==> src/rtl/secuenciador_volcado_rtc.sv <==
// secuenciador_volcado_rtc
//   Burst-write sequencer from the local time/date/timer register bank to the
//   RTC bus controller. A start pulse snapshots in_regs. The block then issues
//   one write per register, in index order, over a wr_req/wr_ack handshake.
//   modo picks the full bank (00), the time/date group (01) or the timer
//   group (10). modo 11 is rejected with an error pulse.
// Ports:
//   clk, reset_n          clock, async active-low reset
//   start, abort, modo    burst control
//   in_regs               flattened local registers, reg i at [i*DATA_W +: DATA_W]
//   wr_ack                write-complete pulse from the bus controller
//   wr_req, out_addr_rtc, out_dato_rtc   current write request
//   busy, done, error     status (done/error are single-cycle pulses)
module secuenciador_volcado_rtc #(
  parameter int          DATA_W         = 8,
  parameter int          N_REGS         = 10,
  parameter int          TIMER_FIRST    = 7,
  parameter logic [7:0]  RTC_BASE_HORA  = 8'h21,
  parameter logic [7:0]  RTC_BASE_TIMER = 8'h41,
  parameter int          TIMEOUT_CYC    = 255
) (
  input  logic                     clk,
  input  logic                     reset_n,
  input  logic                     start,
  input  logic                     abort,
  input  logic [1:0]               modo,
  input  logic [N_REGS*DATA_W-1:0] in_regs,
  input  logic                     wr_ack,
  output logic                     wr_req,
  output logic [7:0]               out_addr_rtc,
  output logic [DATA_W-1:0]        out_dato_rtc,
  output logic                     busy,
  output logic                     done,
  output logic                     error
);
  localparam int IDX_W = $clog2(N_REGS + 1);

  typedef enum logic [1:0] {S_IDLE, S_REQ, S_GAP, S_DONE} state_t;

  state_t                     state_q, state_d;
  logic [IDX_W-1:0]           idx_q, idx_d;
  logic [IDX_W-1:0]           last_q, last_d;
  logic [N_REGS*DATA_W-1:0]   snap_q, snap_d;
  logic [15:0]                wd_q, wd_d;
  logic                       err_q, err_d;
  logic [7:0]                 addr_q, addr_d;
  logic [DATA_W-1:0]          dato_q, dato_d;
  logic                       ld;

  // Local index -> RTC address; the two groups live at unrelated bases.
  function automatic logic [7:0] rtc_addr(input logic [IDX_W-1:0] i);
    if (int'(i) < TIMER_FIRST) return RTC_BASE_HORA + 8'(i);
    else                       return RTC_BASE_TIMER + 8'(int'(i) - TIMER_FIRST);
  endfunction

  always_comb begin
    state_d = state_q;
    idx_d   = idx_q;
    last_d  = last_q;
    snap_d  = snap_q;
    wd_d    = wd_q;
    err_d   = 1'b0;
    addr_d  = addr_q;
    dato_d  = dato_q;
    ld      = 1'b0;
    case (state_q)
      S_IDLE: begin
        if (start) begin
          if (modo == 2'b11) begin
            err_d = 1'b1;
          end else begin
            snap_d  = in_regs;
            wd_d    = '0;
            ld      = 1'b1;
            state_d = S_REQ;
            case (modo)
              2'b01: begin
                idx_d  = '0;
                last_d = IDX_W'(TIMER_FIRST - 1);
              end
              2'b10: begin
                idx_d  = IDX_W'(TIMER_FIRST);
                last_d = IDX_W'(N_REGS - 1);
              end
              default: begin
                idx_d  = '0;
                last_d = IDX_W'(N_REGS - 1);
              end
            endcase
          end
        end
      end
      S_REQ: begin
        // abort outranks both ack and the watchdog
        if (abort) begin
          state_d = S_IDLE;
        end else if (wr_ack) begin
          if (idx_q == last_q) begin
            state_d = S_DONE;
          end else begin
            idx_d   = idx_q + 1'b1;
            ld      = 1'b1;
            state_d = S_GAP;
          end
        end else if (wd_q == 16'(TIMEOUT_CYC - 1)) begin
          // this is the TIMEOUT_CYC-th REQ cycle without an ack
          err_d   = 1'b1;
          state_d = S_IDLE;
        end else begin
          wd_d = wd_q + 16'd1;
        end
      end
      S_GAP: begin
        wd_d    = '0;
        state_d = abort ? S_IDLE : S_REQ;
      end
      default: state_d = S_IDLE;
    endcase
    // Address/data move only on load or advance, so they hold through REQ.
    if (ld) begin
      addr_d = rtc_addr(idx_d);
      dato_d = snap_d[idx_d*DATA_W +: DATA_W];
    end
  end

  always_ff @(posedge clk or negedge reset_n) begin
    if (!reset_n) begin
      state_q <= S_IDLE;
      idx_q   <= '0;
      last_q  <= '0;
      snap_q  <= '0;
      wd_q    <= '0;
      err_q   <= 1'b0;
      addr_q  <= '0;
      dato_q  <= '0;
    end else begin
      state_q <= state_d;
      idx_q   <= idx_d;
      last_q  <= last_d;
      snap_q  <= snap_d;
      wd_q    <= wd_d;
      err_q   <= err_d;
      addr_q  <= addr_d;
      dato_q  <= dato_d;
    end
  end

  assign wr_req       = (state_q == S_REQ);
  assign busy         = (state_q != S_IDLE);
  assign done         = (state_q == S_DONE);
  assign error        = err_q;
  assign out_addr_rtc = addr_q;
  assign out_dato_rtc = dato_q;

endmodule

==> config.mk <==
export PLATFORM = sky130hd
export DESIGN_NAME = secuenciador_volcado_rtc
export DESIGN_NICKNAME = d
export VERILOG_FILES = /design/src/rtl/secuenciador_volcado_rtc.sv
export SDC_FILE = /design/constraint.sdc
export NUM_CORES = 1
export LEC_CHECK = 0
export CORE_UTILIZATION = 45
export CTS_CLUSTER_SIZE = 10
export DETAILED_ROUTE_END_ITERATION = 10
export GPL_TIMING_DRIVEN = 0
export MAX_ROUTING_LAYER = met4
export PLACE_DENSITY = 0.74
export SYNTH_ARGS = -nofsm -noshare
export SYNTH_HDL_FRONTEND = slang
export SYNTH_SLANG_ARGS = --single-unit
export TNS_END_PERCENT = 5
==> constraint.sdc <==
create_clock -name clk -period 2.7 [get_ports clk]
set_input_delay 0.27 -clock clk [delete_from_list [all_inputs] [get_ports clk]]
set_output_delay 0.27 -clock clk [all_outputs]
set_load 0.01 [all_outputs]
==> impl_summary.md, run 1 <==
Worst setup path
Data on the critical path is required at its endpoint by 3.05 ns. The worst setup path is launched from a flop. For this design, the slowest cell found on the critical path is sky130_fd_sc_hd__or4_1. On the worst path, the slowest cell contributes a delay of 0.47 ns. The critical path goes through nor3_4 -> buf_4 -> or3_1 -> a31oi_4 -> or2_1 -> inv_2 -> ha_2 -> and3_1 -> or4_1 -> nand3_1. The biggest fanout along the worst timing path is 7. The critical path is of the reg2reg type. The worst setup path is captured at a flop. For the worst setup path, the data arrival time is 2.99 ns.

Global routing
The number of global-route vias before repair is 5135. Global routing used 25.3% of the available tracks across all layers. The initial antenna violation count came to 0.

Entering global routing, the biggest net connects 80 pins. The first global-routing pass estimated 24.8 mm of wire. The final global-route overflow total is 0.

Layout
The number of fill cells in the layout is 1055. The net count of the finished layout is 856. The fraction of the core area covered by cells at the end of the flow is 62.9%. The library cells used most frequently in the layout, excluding fill and tap cells, are sky130_fd_sc_hd__nand2_1, sky130_fd_sc_hd__dfrtp_1, sky130_fd_sc_hd__clkdlybuf4s50_1. The area added between synthesis and finish is 35.8%. The number of antenna repair diodes is 0.

Leaving out fill and tap cells, the most frequent cell in the layout is sky130_fd_sc_hd__nand2_1. In the final layout, the share of cells above drive strength 1 is 15.8%.

Job
Max-cap violations in this run came to 0.

Run status
The flow ran to the end, and the final reports show no timing, DRC or antenna violations.

Synth
The synthesized design devotes to its leading area cell type 51.4% of total area. The number of warnings issued by yosys is 0. The synthesized design contains 120 register bits.

A synthesized cell averages 9.28 µm². The netlist uses 65 different library cells. The synthesized design spends more area on one cell type than any other, namely sky130_fd_sc_hd__dfrtp_1. After synthesis, the cell types taking the most area are sky130_fd_sc_hd__dfrtp_1, sky130_fd_sc_hd__nand2_1, sky130_fd_sc_hd__mux2_2. The number of synthesized flops with an enable pin is 0.

The number of nets in the synthesized netlist is 722. The most common flop cell mapped by yosys is sky130_fd_sc_hd__dfrtp_1. The summed instance area of the synthesized netlist is 5850 µm².

In the synthesized netlist, the number of instances is 630. The fraction of synthesis flops using an asynchronous set or reset pin is 100%. Of the synthesized area, sequential elements account for 51.4%.

Pwr
The internal power of the cells totals 4.71 mW. The switching part of the total power is 32.0%. The power share of the sequential group is 35.7%. The total power divided by cell area is 872 nW/µm². The leakage power summed over all cells is 3.68 nW. IR analysis of the VDD net gives a maximum drop of 0.494 mV.

The clock network fraction of design power is 33.0%. In this run, the combinational gates consume 31.3% of the power. For this design the total switching power over the nets is 2.21 mW.

Timing
The final critical path takes up 97.8% of the cycle. Setup violations remaining at the end of the flow were counted as 0. The worst hold-check slack is 0.334 ns. The worst path in the final design needs a cycle of 2.64 ns, including I/O delays and setup. The final-report hold violation count is 0. The setup total negative slack is 0 ns.

On the final layout, the worst clock skew is 0.00951 ns. For the pin with the worst max-slew slack, the measured transition is 0.607 ns. The smallest setup slack after layout is 0.0606 ns. The final-report max-slew violation count is 0. The worst max-slew margin expressed relative to the limit is 59.3%. The highest clock rate is 0.379 GHz.

Floorplanning
For this configuration, the core starts out at a cell density of 46.3%. From left edge to right edge, the die measures 116 µm. The core footprint is 12600 µm². In this run the core area contains 41 standard-cell rows. The floorplan die area is 13500 µm². The die is 116 µm tall. 107 I/O pins were placed.

Placement
Routability-driven placement finished with a final weighted congestion of 0.866. The wire-length estimate of the detail-placed layout is 10.9 mm. The pre-CTS setup slack is -0.423 ns. During placement, the flow inserted port buffers numbering 105.

Route
The detailed router's first-iteration violation count is 425. The count of antenna-violating nets left after detailed routing is 0. The total via count in the routed design is 5066. The total DRC errors in the routed layout is 0. The first-pass iteration count of the detailed router is 5. After detailed routing, the average wire length per cell comes to 16.5 µm. The average via count per standard cell is 5.34. Wires add up to 15.7 mm.

Clock tree
The CTS tree is built. The source-to-sink clock delay at the later pin of the worst-skew pair is 0.41 ns. The deepest level of the CTS H-tree is 4. Counting along the longest clock path gives a buffer depth of 2. The total clock sinks is 120. After clock tree synthesis, the clock-pin slew on the worst setup and hold paths is 0.06 ns. In this run the clock root is driven by a sky130_fd_sc_hd__clkbuf_16.

The number of buffers created by CTS is 17.

Worst hold path
In this run the worst hold path is classified as in2async.
==> worst max-delay path: cells and delay by family, from the launching register on <==
kind | cells | cell delay, ns
AO/OA/AOI/OAI | 1 | 0.26
flip-flops | 1 | 0.44
adder cells (fa/ha/maj) | 1 | 0.23
AND/OR/NAND/NOR | 6 | 1.41
buffers and inverters | 2 | 0.25
==> path summary, 6_finish.rpt <==
| path | from | endpoint | cells after the start | slack, ns |
|---|---|---|---|---|
| min in group clk | in_regs[9] | snap_q[9]$_DFF_PN0_ | 3 | 0.40 |
| max in group asynchronous | reset_n | idx_q[2]$_DFF_PN0_ | 3 | 1.63 |
| hold / removal | reset_n | snap_q[62]$_DFF_PN0_ | 2 | 0.33 |
| hold reg to reg | snap_q[9]$_DFF_PN0_ | snap_q[9]$_DFF_PN0_ | 2 | 0.47 |
| setup / recovery | idx_q[1]$_DFF_PN0_ | out_addr_rtc[2]$_DFFE_PN0P_ | 10 | 0.06 |
| setup reg to reg | idx_q[1]$_DFF_PN0_ | out_addr_rtc[2]$_DFFE_PN0P_ | 10 | 0.06 |
==> area by class of cell <==
class                           instances  area (µm²)  area share [%]
Clock inverter                         12         150            1.89
Tap cell                              172         215            2.71
Multi-Input combinational cell        468        2780            35.0
Buffer                                 28         140            1.77
Inverter                               14        52.6           0.662
Sequential cell                       120        3010            37.9
Timing Repair Buffer                  115        1150            14.5
Clock buffer                           20         447            5.63
==> stage by stage <==
stage | area (µm²) | instances | power (mW)
after floorplan | 5850 | 630 | 3.68
after global placement | 7110 | 907 | 4.39
after detailed placement | 7140 | 908 | 4.47
after CTS | 7820 | 944 | 6.83
after global routing | 7940 | 949 | 7.26
final | 7940 | 949 | 6.93
==> sequential cells by signal (all words and copies together) (netlist names) <==
| signal | flops |
|---|---|
| last_q | 2 |
| out_dato_rtc | 8 |
| out_addr_rtc | 7 |
| error | 1 |
| idx_q | 4 |
| snap_q | 80 |
| wd_q | 16 |
| state_q | 2 |
==> cells in the mapped netlist (10+ instances only) <==
cell	n
sky130_fd_sc_hd__nor2_1	25
sky130_fd_sc_hd__buf_2	10
sky130_fd_sc_hd__nand3_1	10
sky130_fd_sc_hd__a22oi_1	13
sky130_fd_sc_hd__dfrtp_1	120
sky130_fd_sc_hd__mux2_2	31
sky130_fd_sc_hd__inv_1	11
sky130_fd_sc_hd__nor3_1	11
sky130_fd_sc_hd__a21oi_1	11
sky130_fd_sc_hd__o21ai_0	10
sky130_fd_sc_hd__clkbuf_1	17
sky130_fd_sc_hd__nand2_1	239
==> timing repair <==
action / in CTS / in global routing
endpoints found under the setup margin: 8 / 16
hold endpoints to repair: 41 / 0
hold buffers: 1 / 0
setup buffers: 3 / 5
cloned: 0 / 1
resized for setup: 11 / 24
pin swaps: 1 / 5
==> per-layer routing <==
metal	wire [µm]	part of all wire, %	GRT usage [%]
met2	7730	49	40.3
met1	6770	43	32.0
met5	0	0	-
met4	306	2.0	9.06
met3	856	5.5	5.28
==> cells by family after synthesis <==
group,count (synthesis),share of synthesized area [%]
fa+ha+maj,5,1.07
mux,42,8.28
compound gates,79,9.89
other cells,1,0.0642
simple gates,327,24.2
xor+xnor,13,1.95
buf+inv,43,3.17
flops,120,51.4
==> power groups by stage <==
stage	clock (mW)	sequential, mW	combinational, mW
2_1_floorplan	0	2.45	1.22
3_3_place_gp	0	2.47	1.92
3_5_place_dp	0	2.48	1.98
4_1_cts	2.30	2.47	2.06
5_1_grt	2.39	2.51	2.36
6_report	2.29	2.47	2.17
Power figures use the tool's default switching activity.
==> run 2, diff against run 1 <==
--- a/config.mk
+++ b/config.mk
@@ -5,12 +5,14 @@
 export SDC_FILE = /design/constraint.sdc
 export NUM_CORES = 1
 export LEC_CHECK = 0
-export CORE_UTILIZATION = 45
+export CELL_PAD_IN_SITES_DETAIL_PLACEMENT = 1
+export CELL_PAD_IN_SITES_GLOBAL_PLACEMENT = 1
+export CORE_UTILIZATION = 36
 export CTS_CLUSTER_SIZE = 10
 export DETAILED_ROUTE_END_ITERATION = 10
 export GPL_TIMING_DRIVEN = 0
 export MAX_ROUTING_LAYER = met4
-export PLACE_DENSITY = 0.74
+export PLACE_DENSITY = 0.77
 export SYNTH_ARGS = -nofsm -noshare
 export SYNTH_HDL_FRONTEND = slang
 export SYNTH_SLANG_ARGS = --single-unit
==> run 2 against run 1 <==
  * Clock skew is 0.00064 ns higher
  * Register-to-register slack about the same
  * Setup slack lost 0.0043 ns
==> impl_summary.md, run 2 (synthesis results as in run 1) <==
Run status
The run finished with clean final reports.

Timing
The post-route clock period utilization came to 97.9% (+0.16 points). The final-report hold violation count is 0 (unchanged). The worst max-slew margin expressed relative to the limit is 59.1% (-0.23 points). The minimum clock period after layout came to 2.64 ns (+0.00426 ns). The final setup skew is 0.0101 ns (+0.000639 ns). Setup repair after global routing could not meet its margin everywhere. The transition time at the pin with the least slew margin was 0.610 ns (+0.00339 ns).

The highest clock rate came to 0.378 GHz (-0.16%). The final setup violation count was 0 (unchanged). The final-report max-slew violation count is 0 (unchanged).

Pwr
The switching part of the total power is 31.5% (-0.47 points). The total net switching power came to 2.28 mW (+3.1%). The leakage power summed over all cells was 3.71 nW (+0.91%).

The clock network fraction of design power was 34.8% (+1.8 points). The power share of the sequential group is 34.4% (-1.3 points). The total power divided by cell area was 898 nW/µm² (+3.0%). The worst-case vdd ir drop is 0.527 mV (+6.6%).

The fraction of power consumed by combinational cells is 30.8% (-0.5 points). The cell internal power dissipation is 4.96 mW (+5.4%).

Worst setup path
The worst setup path is of the reg2reg kind. The largest stage delay on the critical path was 0.49 ns (+0.02 ns). The register-to-register setup slack is 0.06 ns (about the same).

The family with the most delay on the worst path is compound AO/OA/AOI/OAI gates. The endpoint arrival time on the critical path is 2.96 ns (-0.03 ns). The critical path goes through and3_2 -> o22ai_4 -> a311o_2 -> nand2_2 -> inv_2 -> buf_6 -> ha_2 -> inv_1 -> xnor2_1 -> a31oi_1 -> o31ai_1. The biggest fanout along the worst timing path is 12 (+5). The type of origin of the critical path is a flop. The cell type of the slowest stage on the worst timing path is sky130_fd_sc_hd__dfrtp_2. The number of buffer and inverter stages on the critical path came to 3 (+1). The kind of end point of the critical path is a flop.

The required time reported for the critical path endpoint is 3.02 ns (-0.03 ns).

Global routing
The busiest layer in global routing is met2. The global-route wire length before repair came to 28.8 mm (+16%). The met3 track utilization from global routing is 4.95% (-0.33 points). The met1 layer usage reported by global route is 27.4% (-4.6 points). The initial antenna violation count was 0 (unchanged). The total track usage is 23.7% (-1.6 points). The final global-route overflow total was 0 (unchanged). The maximum number of pins on one net before global-route repair came to 66 (-18%).

The met2 usage is 40.2% (-0.090 points). The number of global-route vias before repair is 5567 (+8.4%).

Layout
The fraction of final layout cells with drive strength greater than 1 is 16.4% (+0.58 points). The most frequent standard cell in the layout excluding fill and tap cells is sky130_fd_sc_hd__nand2_1. The fraction of the core area covered by cells at the end of the flow is 50.8% (-12 points). The number of flip-flops in the largest register was 80 (unchanged). The net count of the finished layout was 853 (-0.35%).

The final standard cell count with taps included and fillers excluded is 990 (+4.3%). The number of antenna repair diodes is 0 (unchanged). Relative to the synthesized area, the layout overhead comes to 38.0%. The register ranked first by flip-flop count is snap_q. In the layout the commonest cells are sky130_fd_sc_hd__nand2_1, sky130_fd_sc_hd__dfrtp_1, sky130_fd_sc_hd__clkdlybuf4s50_1.

Route
The average via count per standard cell is 5.10 (-4.4%). The count of antenna-violating nets left after detailed routing is 0 (unchanged). The overall routed net length is 18.2 mm (+16%). The per-cell routed wire length is 18.3 µm (+11%). The total via count in the routed design is 5052 (-0.28%). The total DRC errors in the routed layout is 0 (unchanged). The detailed router's first-iteration violation count came to 243 (-43%). The first-pass iteration count of the detailed router is 4 (-1).

Floorplanning
The core footprint was 15900 µm² (+26%). The horizontal die dimension is 129 µm (+12%). The site row count is 46 (+12%). The starting utilization of the core area came to 36.8% (-9.5 points).

The floorplan die area is 16800 µm² (+25%). The I/O pin count is 107 (unchanged). The die height is 129 µm (+12%).

Placement
The weighted congestion reported at the end of routability-driven placement is 0.827 (-4.5%). The placed instance count is 952 (+4.8%). The number of port buffers is 105 (unchanged).

The HPWL after detailed placement came to 13.0 mm (+19%).

Clock tree
The number of buffers created by CTS is 17 (unchanged). CTS placed an instance of sky130_fd_sc_hd__clkbuf_16 at the clock tree root. The CTS tree is built. The source-to-sink clock delay at the later pin of the worst-skew pair was 0.42 ns (about the same).

The deepest level of the CTS H-tree is 4 (unchanged). The total clock sinks is 120 (unchanged). The clock tree buffer depth is 2 (unchanged). The clock-pin slew reported for the worst setup and hold paths after clock tree synthesis was 0.06 ns (about the same).

Worst hold path
The class of the tightest hold or removal check is in2async.

Job
The number of maximum-capacitance constraint violations is 0 (unchanged).
-- run 2: changes by cell type in the layout (fill, tap and decap cells not counted), sizes merged --
cell,previous run,this run
clkbuf,36,42
buf,22,18
clkinvlp,3,0
clkinv,5,3
bufinv,3,4
inv,15,14
-- run 2: per-layer routing --
| metal | vias to the layer above | part of all wire, % |
|---|---|---|
| met2 | 107 | 51 |
| met5 | - | 0 |
| met1 | 2508 | 43 |
| li1 | 2410 | - |
| met4 | 0 | 2.0 |
| met3 | 27 | 3.9 |
-- run 2: what timing repair did --
| item | 4_1_cts | 5_1_grt |
|---|---|---|
| hold endpoints to repair | 55 | 0 |
| pin swaps | 2 | 5 |
| cloned | 0 | 1 |
| gates resized for setup | 14 | 28 |
| hold buffers | 1 | 0 |
| setup endpoints to repair | 10 | 17 |
| setup buffers | 1 | 4 |
-- run 2: worst reg2reg max path, cell delays in order, from the launching register on --
cell                      delay [ns]
sky130_fd_sc_hd__dfrtp_2        0.49
sky130_fd_sc_hd__and3_2         0.27
sky130_fd_sc_hd__o22ai_4        0.21
sky130_fd_sc_hd__a311o_2        0.30
sky130_fd_sc_hd__nand2_2        0.09
sky130_fd_sc_hd__inv_2          0.11
sky130_fd_sc_hd__buf_6          0.19
sky130_fd_sc_hd__ha_2           0.24
sky130_fd_sc_hd__inv_1          0.08
sky130_fd_sc_hd__xnor2_1        0.19
sky130_fd_sc_hd__a31oi_1        0.13
sky130_fd_sc_hd__o31ai_1        0.24
-- run 2: area by class of cell --
| cell class | instances | area [µm²] |
|---|---|---|
| plain buffers | 28 | 146 |
| clock buffers | 25 | 526 |
| clock inverters | 7 | 135 |
| fillers | 1817 | 7820 |
| inverters | 14 | 52.6 |
| multi-input cells | 468 | 2800 |
| flip-flops and latches | 120 | 3010 |
| well taps | 216 | 270 |
| repair buffers | 112 | 1130 |
-- run 2: final timing paths --
kind                                 startpoint                          end  cells after the start
max reg2reg                  idx_q[0]$_DFF_PN0_  out_addr_rtc[3]$_DFFE_PN0P_                     11
max in group asynchronous               reset_n          snap_q[0]$_DFF_PN0_                      3
min                                     reset_n         snap_q[68]$_DFF_PN0_                      2
max                          idx_q[0]$_DFF_PN0_  out_addr_rtc[3]$_DFFE_PN0P_                     11
min reg2reg                snap_q[30]$_DFF_PN0_         snap_q[30]$_DFF_PN0_                      2
min in group clk                     in_regs[9]          snap_q[9]$_DFF_PN0_                      3
-- run 2: per-stage QoR --
stage	setup WS [ns]	setup TNS (ns)	instance area [µm²]	power [mW]	hold slack (ns)
after floorplan	0.158	0	5850	3.68	-0.0256
after global placement	-3.19	-388.73	7170	4.44	0.449
after detailed placement	-0.542	-10.49	7200	4.55	0.274
after CTS	-0.0239	-0.0239	7940	7.16	0.392
after global routing	-0.0886	-0.360	8070	7.58	0.398
final	0.0564	0	8070	7.25	0.389
-- run 2: power groups by stage --
stage	logic (mW)	clock network [mW]	registers [mW]
3_3_place_gp	1.97	0	2.47
6_report	2.23	2.52	2.49
2_1_floorplan	1.22	0	2.45
3_5_place_dp	2.06	0	2.49
5_1_grt	2.44	2.61	2.53
4_1_cts	2.14	2.54	2.48
==> run 3, diff against run 2 <==
--- a/config.mk
+++ b/config.mk
@@ -8,7 +8,7 @@
 export CELL_PAD_IN_SITES_DETAIL_PLACEMENT = 1
 export CELL_PAD_IN_SITES_GLOBAL_PLACEMENT = 1
 export CORE_UTILIZATION = 36
-export CTS_CLUSTER_SIZE = 10
+export CTS_CLUSTER_SIZE = 20
 export DETAILED_ROUTE_END_ITERATION = 10
 export GPL_TIMING_DRIVEN = 0
 export MAX_ROUTING_LAYER = met4
==> results of run 3 <==
The final DEF is identical to that of run 2; final timing and power are the same.
